## config.mk

```make
export PLATFORM = sky130hd
export DESIGN_NAME = ex_muldiv_flat
export DESIGN_NICKNAME = d
export VERILOG_FILES = /design/src/rtl/ex_muldiv_if.sv /design/src/rtl/ex_muldiv.sv /design/src/flat_wrapper.sv
export SDC_FILE = /design/constraint.sdc
export NUM_CORES = 1
export LEC_CHECK = 0
export CAP_MARGIN = 20
export CORE_MARGIN = 1
export CORE_UTILIZATION = 40
export CTS_BUF_LIST = sky130_fd_sc_hd__clkbuf_2
export DETAILED_ROUTE_END_ITERATION = 10
export PLACE_DENSITY = 0.68
export SYNTH_ARGS = -nofsm -noshare
export SYNTH_HDL_FRONTEND = slang
export SYNTH_SLANG_ARGS = --single-unit
```

## constraint.sdc

```tcl
create_clock -name clk_i -period 5.6 [get_ports clk_i]
set_input_delay 1.12 -clock clk_i [delete_from_list [all_inputs] [get_ports clk_i]]
set_output_delay 1.12 -clock clk_i [all_outputs]
set_load 0.005 [all_outputs]
```

## src/rtl/ex_muldiv_if.sv

```systemverilog
// Issue/result bundle between the ID/EX stage and the iterative multiply/divide unit.
// master drives the issue side; slave is the ex_muldiv unit.
interface ex_muldiv_if;
  logic        start_i;
  logic [2:0]  func3_i;
  logic [31:0] rs1_data_i;
  logic [31:0] rs2_data_i;
  logic [4:0]  rd_i;
  logic        flush_i;
  logic        busy_o;
  logic        done_o;
  logic [31:0] result_o;
  logic [4:0]  rd_o;

  modport master (
    output start_i, func3_i, rs1_data_i, rs2_data_i, rd_i, flush_i,
    input  busy_o, done_o, result_o, rd_o
  );

  modport slave (
    input  start_i, func3_i, rs1_data_i, rs2_data_i, rd_i, flush_i,
    output busy_o, done_o, result_o, rd_o
  );
endinterface

```

## src/rtl/ex_muldiv.sv

```systemverilog
// RV32M execute unit: 32-cycle shift-add multiplier and restoring divider on operand
// magnitudes, sharing one 64-bit accumulator; divide-by-zero and signed overflow finish at once.
module ex_muldiv (
  input  logic        clk_i,
  input  logic        rst_i,
  ex_muldiv_if.slave  bus
);

  typedef enum logic [1:0] {IDLE, MUL, DIV, DONE} state_t;

  state_t      state_q, state_d;
  logic [5:0]  cnt_q, cnt_d;
  logic [63:0] acc_q, acc_d;
  logic [31:0] opb_q, opb_d;
  logic [1:0]  func3_q, func3_d;
  logic        sa_q, sa_d;
  logic        sb_q, sb_d;
  logic [4:0]  rd_cap_q, rd_cap_d;
  logic        busy_q, busy_d;
  logic        done_q, done_d;
  logic [31:0] result_q, result_d;
  logic [4:0]  rd_out_q, rd_out_d;

  logic        div_signed, a_signed, b_signed, sa_in, sb_in;
  logic        div_zero, div_ovf;
  logic [31:0] mag_a, mag_b, special_res;

  logic [32:0] mul_sum;
  logic [63:0] mul_next, mul_prod;
  logic [31:0] mul_res;
  logic [32:0] div_shift;
  logic        div_ge;
  logic [31:0] div_sub;
  logic [63:0] div_next;
  logic [31:0] quo, rem, div_res;

  // Operand signs are folded into magnitudes at issue; only the effective signs are kept.
  always_comb begin
    div_signed  = ~bus.func3_i[0];
    a_signed    = bus.func3_i[2] ? div_signed
                                 : (bus.func3_i[1:0] == 2'b01 || bus.func3_i[1:0] == 2'b10);
    b_signed    = bus.func3_i[2] ? div_signed : (bus.func3_i[1:0] == 2'b01);
    sa_in       = a_signed & bus.rs1_data_i[31];
    sb_in       = b_signed & bus.rs2_data_i[31];
    mag_a       = sa_in ? (32'd0 - bus.rs1_data_i) : bus.rs1_data_i;
    mag_b       = sb_in ? (32'd0 - bus.rs2_data_i) : bus.rs2_data_i;
    div_zero    = (bus.rs2_data_i == 32'd0);
    div_ovf     = div_signed && (bus.rs1_data_i == 32'h8000_0000)
                             && (bus.rs2_data_i == 32'hFFFF_FFFF);
    special_res = bus.func3_i[1] ? (div_zero ? bus.rs1_data_i : 32'd0)
                                 : (div_zero ? 32'hFFFF_FFFF : 32'h8000_0000);
  end

  // acc holds {partial product, multiplier} for MUL and {remainder, dividend/quotient} for DIV.
  always_comb begin
    mul_sum   = {1'b0, acc_q[63:32]} + (acc_q[0] ? {1'b0, opb_q} : 33'd0);
    mul_next  = {mul_sum, acc_q[31:1]};
    mul_prod  = (sa_q ^ sb_q) ? (64'd0 - mul_next) : mul_next;
    mul_res   = (func3_q == 2'b00) ? mul_prod[31:0] : mul_prod[63:32];
    div_shift = {acc_q[63:32], acc_q[31]};
    div_ge    = (div_shift >= {1'b0, opb_q});
    div_sub   = div_shift[31:0] - opb_q;
    div_next  = div_ge ? {div_sub, acc_q[30:0], 1'b1}
                       : {div_shift[31:0], acc_q[30:0], 1'b0};
    quo       = div_next[31:0];
    rem       = div_next[63:32];
    div_res   = func3_q[1] ? (sa_q ? (32'd0 - rem) : rem)
                           : ((sa_q ^ sb_q) ? (32'd0 - quo) : quo);
  end

  always_comb begin
    state_d  = state_q;
    cnt_d    = cnt_q;
    acc_d    = acc_q;
    opb_d    = opb_q;
    func3_d  = func3_q;
    sa_d     = sa_q;
    sb_d     = sb_q;
    rd_cap_d = rd_cap_q;
    busy_d   = 1'b0;
    done_d   = 1'b0;
    result_d = result_q;
    rd_out_d = rd_out_q;

    case (state_q)
      MUL: begin
        cnt_d = cnt_q + 6'd1;
        acc_d = mul_next;
        if (cnt_q == 6'd31) begin
          state_d  = DONE;
          done_d   = 1'b1;
          result_d = mul_res;
          rd_out_d = rd_cap_q;
        end else begin
          busy_d = 1'b1;
        end
      end
      DIV: begin
        cnt_d = cnt_q + 6'd1;
        acc_d = div_next;
        if (cnt_q == 6'd31) begin
          state_d  = DONE;
          done_d   = 1'b1;
          result_d = div_res;
          rd_out_d = rd_cap_q;
        end else begin
          busy_d = 1'b1;
        end
      end
      default: state_d = IDLE;
    endcase

    if ((state_q == IDLE || state_q == DONE) && bus.start_i) begin
      func3_d  = bus.func3_i[1:0];
      rd_cap_d = bus.rd_i;
      sa_d     = sa_in;
      sb_d     = sb_in;
      cnt_d    = 6'd0;
      acc_d    = {32'd0, mag_a};
      opb_d    = mag_b;
      if (!bus.func3_i[2]) begin
        state_d = MUL;
        busy_d  = 1'b1;
      end else if (div_zero || div_ovf) begin
        state_d  = DONE;
        done_d   = 1'b1;
        result_d = special_res;
        rd_out_d = bus.rd_i;
      end else begin
        state_d = DIV;
        busy_d  = 1'b1;
      end
    end

    // Flush beats a same-cycle issue and leaves the last completed result visible.
    if (bus.flush_i) begin
      state_d  = IDLE;
      busy_d   = 1'b0;
      done_d   = 1'b0;
      result_d = result_q;
      rd_out_d = rd_out_q;
    end
  end

  always_ff @(posedge clk_i) begin
    if (!rst_i) begin
      state_q  <= IDLE;
      cnt_q    <= 6'd0;
      acc_q    <= 64'd0;
      opb_q    <= 32'd0;
      func3_q  <= 2'd0;
      sa_q     <= 1'b0;
      sb_q     <= 1'b0;
      rd_cap_q <= 5'd0;
      busy_q   <= 1'b0;
      done_q   <= 1'b0;
      result_q <= 32'd0;
      rd_out_q <= 5'd0;
    end else begin
      state_q  <= state_d;
      cnt_q    <= cnt_d;
      acc_q    <= acc_d;
      opb_q    <= opb_d;
      func3_q  <= func3_d;
      sa_q     <= sa_d;
      sb_q     <= sb_d;
      rd_cap_q <= rd_cap_d;
      busy_q   <= busy_d;
      done_q   <= done_d;
      result_q <= result_d;
      rd_out_q <= rd_out_d;
    end
  end

  assign bus.busy_o   = busy_q;
  assign bus.done_o   = done_q;
  assign bus.result_o = result_q;
  assign bus.rd_o     = rd_out_q;

endmodule

```

## src/flat_wrapper.sv

```systemverilog
// flat-port wrapper written by rule: the top's interface ports become plain ports
module ex_muldiv_flat 
  (clk_i, rst_i, bus_start_i, bus_func3_i, bus_rs1_data_i, bus_rs2_data_i, bus_rd_i, bus_flush_i, bus_busy_o, bus_done_o, bus_result_o, bus_rd_o);
  ex_muldiv_if bus_i ();
  input  logic clk_i;
  input  logic rst_i;
  input wire logic [$bits(bus_i.start_i)-1:0] bus_start_i;
  input wire logic [$bits(bus_i.func3_i)-1:0] bus_func3_i;
  input wire logic [$bits(bus_i.rs1_data_i)-1:0] bus_rs1_data_i;
  input wire logic [$bits(bus_i.rs2_data_i)-1:0] bus_rs2_data_i;
  input wire logic [$bits(bus_i.rd_i)-1:0] bus_rd_i;
  input wire logic [$bits(bus_i.flush_i)-1:0] bus_flush_i;
  output wire logic [$bits(bus_i.busy_o)-1:0] bus_busy_o;
  output wire logic [$bits(bus_i.done_o)-1:0] bus_done_o;
  output wire logic [$bits(bus_i.result_o)-1:0] bus_result_o;
  output wire logic [$bits(bus_i.rd_o)-1:0] bus_rd_o;
  assign bus_i.start_i = bus_start_i;
  assign bus_i.func3_i = bus_func3_i;
  assign bus_i.rs1_data_i = bus_rs1_data_i;
  assign bus_i.rs2_data_i = bus_rs2_data_i;
  assign bus_i.rd_i = bus_rd_i;
  assign bus_i.flush_i = bus_flush_i;
  assign bus_busy_o = bus_i.busy_o;
  assign bus_done_o = bus_i.done_o;
  assign bus_result_o = bus_i.result_o;
  assign bus_rd_o = bus_i.rd_o;
  ex_muldiv u_core (.clk_i(clk_i), .rst_i(rst_i), .bus(bus_i));
endmodule
```

**Word-level counts from Yosys, hierarchy flattened**

Cells that the tools add are included.

- Output and inout port bits: 39
- Input bits: 76
- Word-level logic and storage cells: 92
- Register bits after elaboration: 152

- Equal/unequal tests: 9
- Order comparisons: 1
- Reduce and logical (&&, ||, !) cells: 14
- Bitwise operators: 5
- Add/sub/neg operators: 8
- Multiplexer cells: 42

Operators with widths:

| kind | number |
|---|---|
| $mux W32 | 15 |
| $mux W64 | 2 |
| $pmux W64 S2 | 1 |
| $sub A1 B32 Y32 const A | 4 |
| $eq A32 B32 Y1 const B | 2 |
| $pmux W32 S2 | 1 |
| $sub A1 B64 Y64 const A | 1 |
| $add A32 B33 Y33 | 1 |
| $ge A33 B32 Y1 | 1 |
| $logic_not A32 Y1 | 1 |
| $sub A32 B32 Y32 | 1 |
| $mux W31 | 1 |
| $mux W5 | 5 |
| $mux W1 | 13 |
| $mux W2 | 4 |
| $add A6 B1 Y6 const B | 1 |
| $eq A2 B2 Y1 const B | 3 |
| $eq A6 B5 Y1 const B | 1 |
| $reduce_or A2 Y1 | 3 |
| $eq A2 B1 Y1 const B | 2 |
| $logic_not A2 Y1 | 2 |
| $logic_and A1 B1 Y1 | 3 |
| $logic_or A1 B1 Y1 | 3 |
| $ne A3 B1 Y1 const B | 1 |
| other kinds (5) | 7 |

**Depth between registers and ports, before layout**

- Word-level depth: 10
- Mapped depth: 21
- Gate-level depth less buffers: 17

**Least setup slack after synthesis**

Ideal clock, no wire load.

- Path kind: register to register
- Start point: reg u_core.acc_q[31]
- End point: reg u_core.result_q[14], in the netlist u_core.bus.result_o[14]
- Arrival: 3.971 ns
- Period minus slack after synthesis: 4.087 ns
- Cell stages (with the launch flop): 22
- Slack: 1.513 ns
- Data required time: 5.484 ns
- Buffers on the path: 4
- Setup time: 0.116 ns
- Cell sequence: dfxtp_1 clkbuf_1 inv_1 ha_1 nand2b_1 a211oi_2 o211ai_1 a31oi_1 o31a_1 buf_4 clkbuf_1 buf_2 nand2_1 o21ai_0 ha_1 inv_1 a21o_1 o21ai_0 xnor2_1 a211oi_1 o211ai_1 o211a_1

- Word-level cells in the longest chain between the ends: 10
- Elaborated cells on any way between the ends: 17
- Those cells by class: add/sub (4); order compare (1); mux (12)

RTL lines:

| element | RTL line | RTL |
|---|---|---|
| start: declaration | ex_muldiv.sv:13 | `logic [63:0] acc_q, acc_d;` |
| start signal: assignment | ex_muldiv.sv:149 | `acc_q <= 64'd0;` |
| start signal: assignment | ex_muldiv.sv:162 | `acc_q <= acc_d;` |
| $sub A32 B32 Y32 / $ge A33 B32 Y1 (equally long branches) | ex_muldiv.sv:62, ex_muldiv.sv:61 |  |
| $mux W64 | ex_muldiv.sv:63 | `div_next = div_ge ? {div_sub, acc_q[30:0], 1'b1}` |
| $sub A1 B32 Y32, on equally long branches | ex_muldiv.sv:67, ex_muldiv.sv:68 |  |
| $mux W32, on equally long branches | ex_muldiv.sv:67, ex_muldiv.sv:68 |  |
| $mux W32 | ex_muldiv.sv:67 | `div_res = func3_q[1] ? (sa_q ? (32'd0 - rem) : rem)` |
| $mux W32 | ex_muldiv.sv:101 | `if (cnt_q == 6'd31) begin` |
| $pmux W32 S2 (*) | ex_muldiv.sv:85 | `case (state_q)` |
| $mux W32 | ex_muldiv.sv:124 | `end else if (div_zero \|\| div_ovf) begin` |
| $mux W32 | ex_muldiv.sv:121 | `if (!bus.func3_i[2]) begin` |
| $mux W32 (*) | ex_muldiv.sv:113 | `if ((state_q == IDLE \|\| state_q == DONE) && bus.start_i) begin` |
| end signal: assignment | ex_muldiv.sv:170 | `result_q <= result_d;` |
| end: declaration | ex_muldiv.sv:21 | `logic [31:0] result_q, result_d;` |

Every way passes the cells marked *; elsewhere a longest branch is shown, timed or not.
A chain may end at the register's enable or synchronous reset.

**Worst setup path in the final report**

- Start point: reg u_core.opb_q[15]
- End point: reg u_core.result_q[27], in the netlist u_core.bus.result_o[27]

- Word-level cells in the longest chain between the ends: 10
- Elaborated cells on any way between the ends: 19
- Those cells by class: add/sub (5); order compare (1); mux (13)

RTL lines:

| element | RTL line | RTL |
|---|---|---|
| start: declaration | ex_muldiv.sv:14 | `logic [31:0] opb_q, opb_d;` |
| start signal: assignment | ex_muldiv.sv:163 | `opb_q <= opb_d;` |
| $mux W32 (tied with other cells) | ex_muldiv.sv:56 | `mul_sum = {1'b0, acc_q[63:32]} + (acc_q[0] ? {1'b0, opb_q} : 33'd0);` |
| $add A32 B33 Y33 / $mux W64 (equally long branches) | ex_muldiv.sv:56, ex_muldiv.sv:63 |  |
| $sub A1 B64 Y64 (tied with other cells) | ex_muldiv.sv:58 | `mul_prod = (sa_q ^ sb_q) ? (64'd0 - mul_next) : mul_next;` |
| $mux W64 (tied with other cells) | ex_muldiv.sv:58 |  |
| $mux W32, on equally long branches | ex_muldiv.sv:59, ex_muldiv.sv:67 |  |
| $mux W32, on equally long branches | ex_muldiv.sv:89, ex_muldiv.sv:101 |  |
| $pmux W32 S2 (*) | ex_muldiv.sv:85 |  |
| $mux W32 | ex_muldiv.sv:124 |  |
| $mux W32 | ex_muldiv.sv:121 |  |
| $mux W32 (*) | ex_muldiv.sv:113 |  |

Marked as above.

==> results.json <==
{
  "status": "finished, final reports clean",
  "drive_above_1_share_pct": 5.214,
  "required_time_of_the_critical_path_ns": 6.43,
  "cellLeakagePower_nw": 6.838,
  "regArea_um2": 3043,
  "coreArea_um2": 40920,
  "ys_top_cells_by_area": "sky130_fd_sc_hd__dfxtp_1 (18%), sky130_fd_sc_hd__a21oi_1 (7.0%), sky130_fd_sc_hd__nor2_1 (6.5%), sky130_fd_sc_hd__o21ai_0 (6.5%), sky130_fd_sc_hd__xor2_1 (6.2%)",
  "path_depth": 15,
  "crit_path_start_kind": "flop",
  "worstSetupEndpointType": "flop",
  "cts_repair_resize_count": 0,
  "boundaryPins": 115,
  "grt_start_max_net_pins": 74,
  "multi_input_gate_area_um2": 12700,
  "path_buf_inv": 3,
  "wire_per_inst_um": 22.08,
  "layout_min_cycle_time_ns": 4.940,
  "drt.antenna.violating_nets": 0,
  "asyncSetResetFlopFracSynth_pct": 0,
  "postCtsSetupBuffers": 0,
  "detailedPlace.worstSlack_ns": 0.4909,
  "detail_route.first_pass.iterations": 8,
  "via_count": 18925,
  "die-height_um": 206.1,
  "io_port_bufs": 114,
  "critPathTopFamily": "compound AO/OA/AOI/OAI gates",
  "top_ff_cell_synth": "sky130_fd_sc_hd__dfxtp_1",
  "syn-instance-count": 2436,
  "tritoncts_num_sinks": 152,
  "cp_cell_sequence": "inv_1 > ha_1 > nand2_1 > nor4_1 > o211ai_1 > a31oi_1 > o31a_2 > inv_2 > buf_4 > o31ai_1 > nand4_2 > o31ai_1 > xor2_1 > nor2_1 > o311a_1",
  "drc_errors": 0,
  "initial_core_util_pct": 40.73,
  "syn2layout_area_growth_pct": 10.55,
  "avgViaCountPerCell": 6.329,
  "grt_usage_pct": 30.54,
  "power.ir.vdd_worst_v": 0.0001031,
  "tritoncts": "yes",
  "cts.root.buffer_cell": "sky130_fd_sc_hd__clkbuf_2",
  "final_setup_skew_ns": 0.04092,
  "timing.critical_path.slowest_cell_delay_ns": 0.50,
  "clk_transition_reported_paths_ns": 0.25,
  "synth_top_area_share_pct": 18.25,
  "max_cap_violations": 0,
  "synth_area_leader_cell": "sky130_fd_sc_hd__dfxtp_1",
  "layout.filler_cells": 4223,
  "timing.setup.critical_path_class": "flop to flop",
  "die_area_um2": 42490,
  "cts_htree_levels": 4,
  "yosysWarnings": 0,
  "number_of_antenna_violations_at_the_first_check_in_global_routing": 2,
  "crit_path_top_delay_cell": "sky130_fd_sc_hd__ha_1",
  "timing.hold.worst.class": "flop to flop",
  "gp_congestion": 0.9922,
  "first_global_vias": 17118,
  "fmax_mhz": 202.4,
  "reg2reg_depth": 15,
  "layout_worst_path_cycle_share_pct": 88.21,
  "syn_nets": 2588,
  "worst-slew-pin-transition_ns": 0.9626,
  "syn_area_per_cell_um2": 6.843,
  "worst_slack_ns": 0.6600,
  "timing.final.hold_violations": 0,
  "wirelength_um": 66020,
  "cts_buffer_depth": 2,
  "min_path_cells": 2,
  "report.final.setup_viol": 0,
  "seq_area_frac_synth_pct": 18.25,
  "hpwl_um": 50360,
  "cp_common_cell": "sky130_fd_sc_hd__o31ai_1",
  "rsz0062_at_grt": "no",
  "worst_skew_pair.late_latency_ns": 0.92,
  "ys_ff_latch": 152,
  "ys_types": 100,
  "tritoncts.num_buffers": 17,
  "synth_area_um2": 16670,
  "timing.slew.headroom_pct": 35.83,
  "final_core_utilization_pct": 45.03,
  "die_x_um": 206.1,
  "fin_setup_tns_ns": 0,
  "cellPowerDensity_nw_per_um2": 183.9,
  "arr_time_crit_path_ns": 5.77,
  "drt_first_iter_violations": 2134,
  "global_route_wire_length_before_repair_um": 100200,
  "synth-edff-count": 0,
  "layout.nets": 2594,
  "report.final.slew_viol_count": 0,
  "hold_buffers": 0,
  "std_cell_rows": 74,
  "grt_overflow": 0,
  "path_max_fanout": 40
}
cell usage in the layout, fill, tap and decap left out, types with 25 or more instances in the layout:
cell	netlist	final
sky130_fd_sc_hd__nor2_1	290	288
sky130_fd_sc_hd__nand2_1	246	246
sky130_fd_sc_hd__a21oi_1	232	232
sky130_fd_sc_hd__o21ai_0	217	217
sky130_fd_sc_hd__dfxtp_1	152	152
sky130_fd_sc_hd__a211oi_1	136	136
sky130_fd_sc_hd__xor2_1	118	117
sky130_fd_sc_hd__clkdlybuf4s50_1	0	113
sky130_fd_sc_hd__xnor2_1	99	98
sky130_fd_sc_hd__ha_1	74	73
sky130_fd_sc_hd__inv_1	65	64
sky130_fd_sc_hd__nor3_1	51	51
sky130_fd_sc_hd__nand3_1	50	50
sky130_fd_sc_hd__buf_4	6	48
sky130_fd_sc_hd__a31oi_1	42	42
sky130_fd_sc_hd__nor2b_1	35	35
sky130_fd_sc_hd__or3_1	32	32
sky130_fd_sc_hd__nand4_1	30	30
sky130_fd_sc_hd__mux2i_1	30	30
sky130_fd_sc_hd__o31ai_1	25	25
worst reg2reg max path: stages (launching register included):
cell	delay [ns]
sky130_fd_sc_hd__dfxtp_1	0.38
sky130_fd_sc_hd__inv_1	0.10
sky130_fd_sc_hd__ha_1	0.50
sky130_fd_sc_hd__nand2_1	0.17
sky130_fd_sc_hd__nor4_1	0.44
sky130_fd_sc_hd__o211ai_1	0.26
sky130_fd_sc_hd__a31oi_1	0.49
sky130_fd_sc_hd__o31a_2	0.42
sky130_fd_sc_hd__inv_2	0.23
sky130_fd_sc_hd__buf_4	0.32
sky130_fd_sc_hd__o31ai_1	0.43
sky130_fd_sc_hd__nand4_2	0.24
sky130_fd_sc_hd__o31ai_1	0.30
sky130_fd_sc_hd__xor2_1	0.19
sky130_fd_sc_hd__nor2_1	0.06
sky130_fd_sc_hd__o311a_1	0.33
Yosys cell counts, drive strengths merged, types with 8 or more instances:
cell / instances
a211oi: 139
a21boi: 11
a21o: 17
a21oi: 234
a22oi: 8
a31oi: 43
a41oi: 12
and2: 27
and3: 19
buf: 35
clkbuf: 140
dfxtp: 152
ha: 74
inv: 66
mux2i: 30
nand2: 247
nand2b: 21
nand3: 50
nand4: 32
nor2: 291
nor2b: 35
nor3: 52
nor4: 22
o211ai: 24
o21a: 17
o21ai: 226
o31ai: 26
or2: 8
or3: 33
or4: 9
xnor2: 99
xor2: 118
routing by layer:
layer  routed length (um)  part of all wire [%]  global-route usage, %  vias up
met5                    0                     0                      0        -
met4                 2424                   3.7                  12.13        0
met3                 5944                   9.0                  4.447      125
met2                28620                    43                  46.55     1003
met1                29030                    44                  42.84     8968
li1                     -                     -                      -     8829
cell type report:
type | count | area share, %
Tap cell | 532 | 3.612
Sequential cell | 152 | 16.51
Clock buffer | 18 | 0.4888
Timing Repair Buffer | 162 | 8.120
Inverter | 68 | 1.385
Clock inverter | 14 | 0.9369
Antenna cell | 3 | 0.04074
Multi-Input combinational cell | 2041 | 68.90
power breakdown:
part,switching [mW],internal [mW],total (mW)
logic,0.893,0.500,1.39
clock network,0.486,0.254,0.740
registers,0.108,1.15,1.26
flip-flops by register name (all words and copies together), names as in the netlist:
signal,count
u_core.acc_q,64
u_core.bus.busy_o,1
u_core.bus.done_o,1
u_core.bus.rd_o,5
u_core.bus.result_o,32
u_core.cnt_q,6
u_core.func3_q,2
u_core.opb_q,32
u_core.rd_cap_q,5
u_core.sa_q,1
u_core.sb_q,1
u_core.state_q,2
path summary, 6_finish.rpt:
| check | startpoint | to | slack [ns] |
|---|---|---|---|
| hold / removal | u_core.rd_cap_q[1]$_SDFFE_PN0P_ | u_core.rd_cap_q[1]$_SDFFE_PN0P_ | 0.49 |
| setup / recovery | u_core.opb_q[15]$_SDFFE_PN0P_ | u_core.bus.result_o[27]$_SDFFE_PN0N_ | 0.66 |
| setup reg to reg | u_core.opb_q[15]$_SDFFE_PN0P_ | u_core.bus.result_o[27]$_SDFFE_PN0N_ | 0.66 |
| hold reg to reg | u_core.rd_cap_q[1]$_SDFFE_PN0P_ | u_core.rd_cap_q[1]$_SDFFE_PN0P_ | 0.49 |
per-stage QoR:
stage | instance area [um2] | hold slack, ns | instances | total power [mW]
after global routing | 18430 | 0.5156 | 2990 | 3.565
after floorplan | 16670 | 0.4368 | 2436 | 2.181
after detailed placement | 18160 | 0.4543 | 2955 | 2.619
after global placement | 18160 | 0.4446 | 2955 | 2.603
final | 18430 | 0.4871 | 2990 | 3.389
after CTS | 18420 | 0.4808 | 2987 | 3.364
cells by family (layout without fill, tap and decap cells):
| group | after synthesis | in the layout | synth area share, % |
|---|---|---|---|
| XOR/XNOR | 217 | 217 | 11.40 |
| flip-flops | 152 | 152 | 18.25 |
| AND/OR/NAND/NOR | 872 | 872 | 24.75 |
| buffers and inverters | 243 | 262 | 5.779 |
| other | 0 | 3 | 0 |
| multiplexers | 32 | 32 | 1.937 |
| AO/OA/AOI/OAI | 844 | 844 | 32.09 |
| adder cells (fa/ha/maj) | 76 | 76 | 5.795 |
Note: power is estimated with default switching activity, not from simulation.
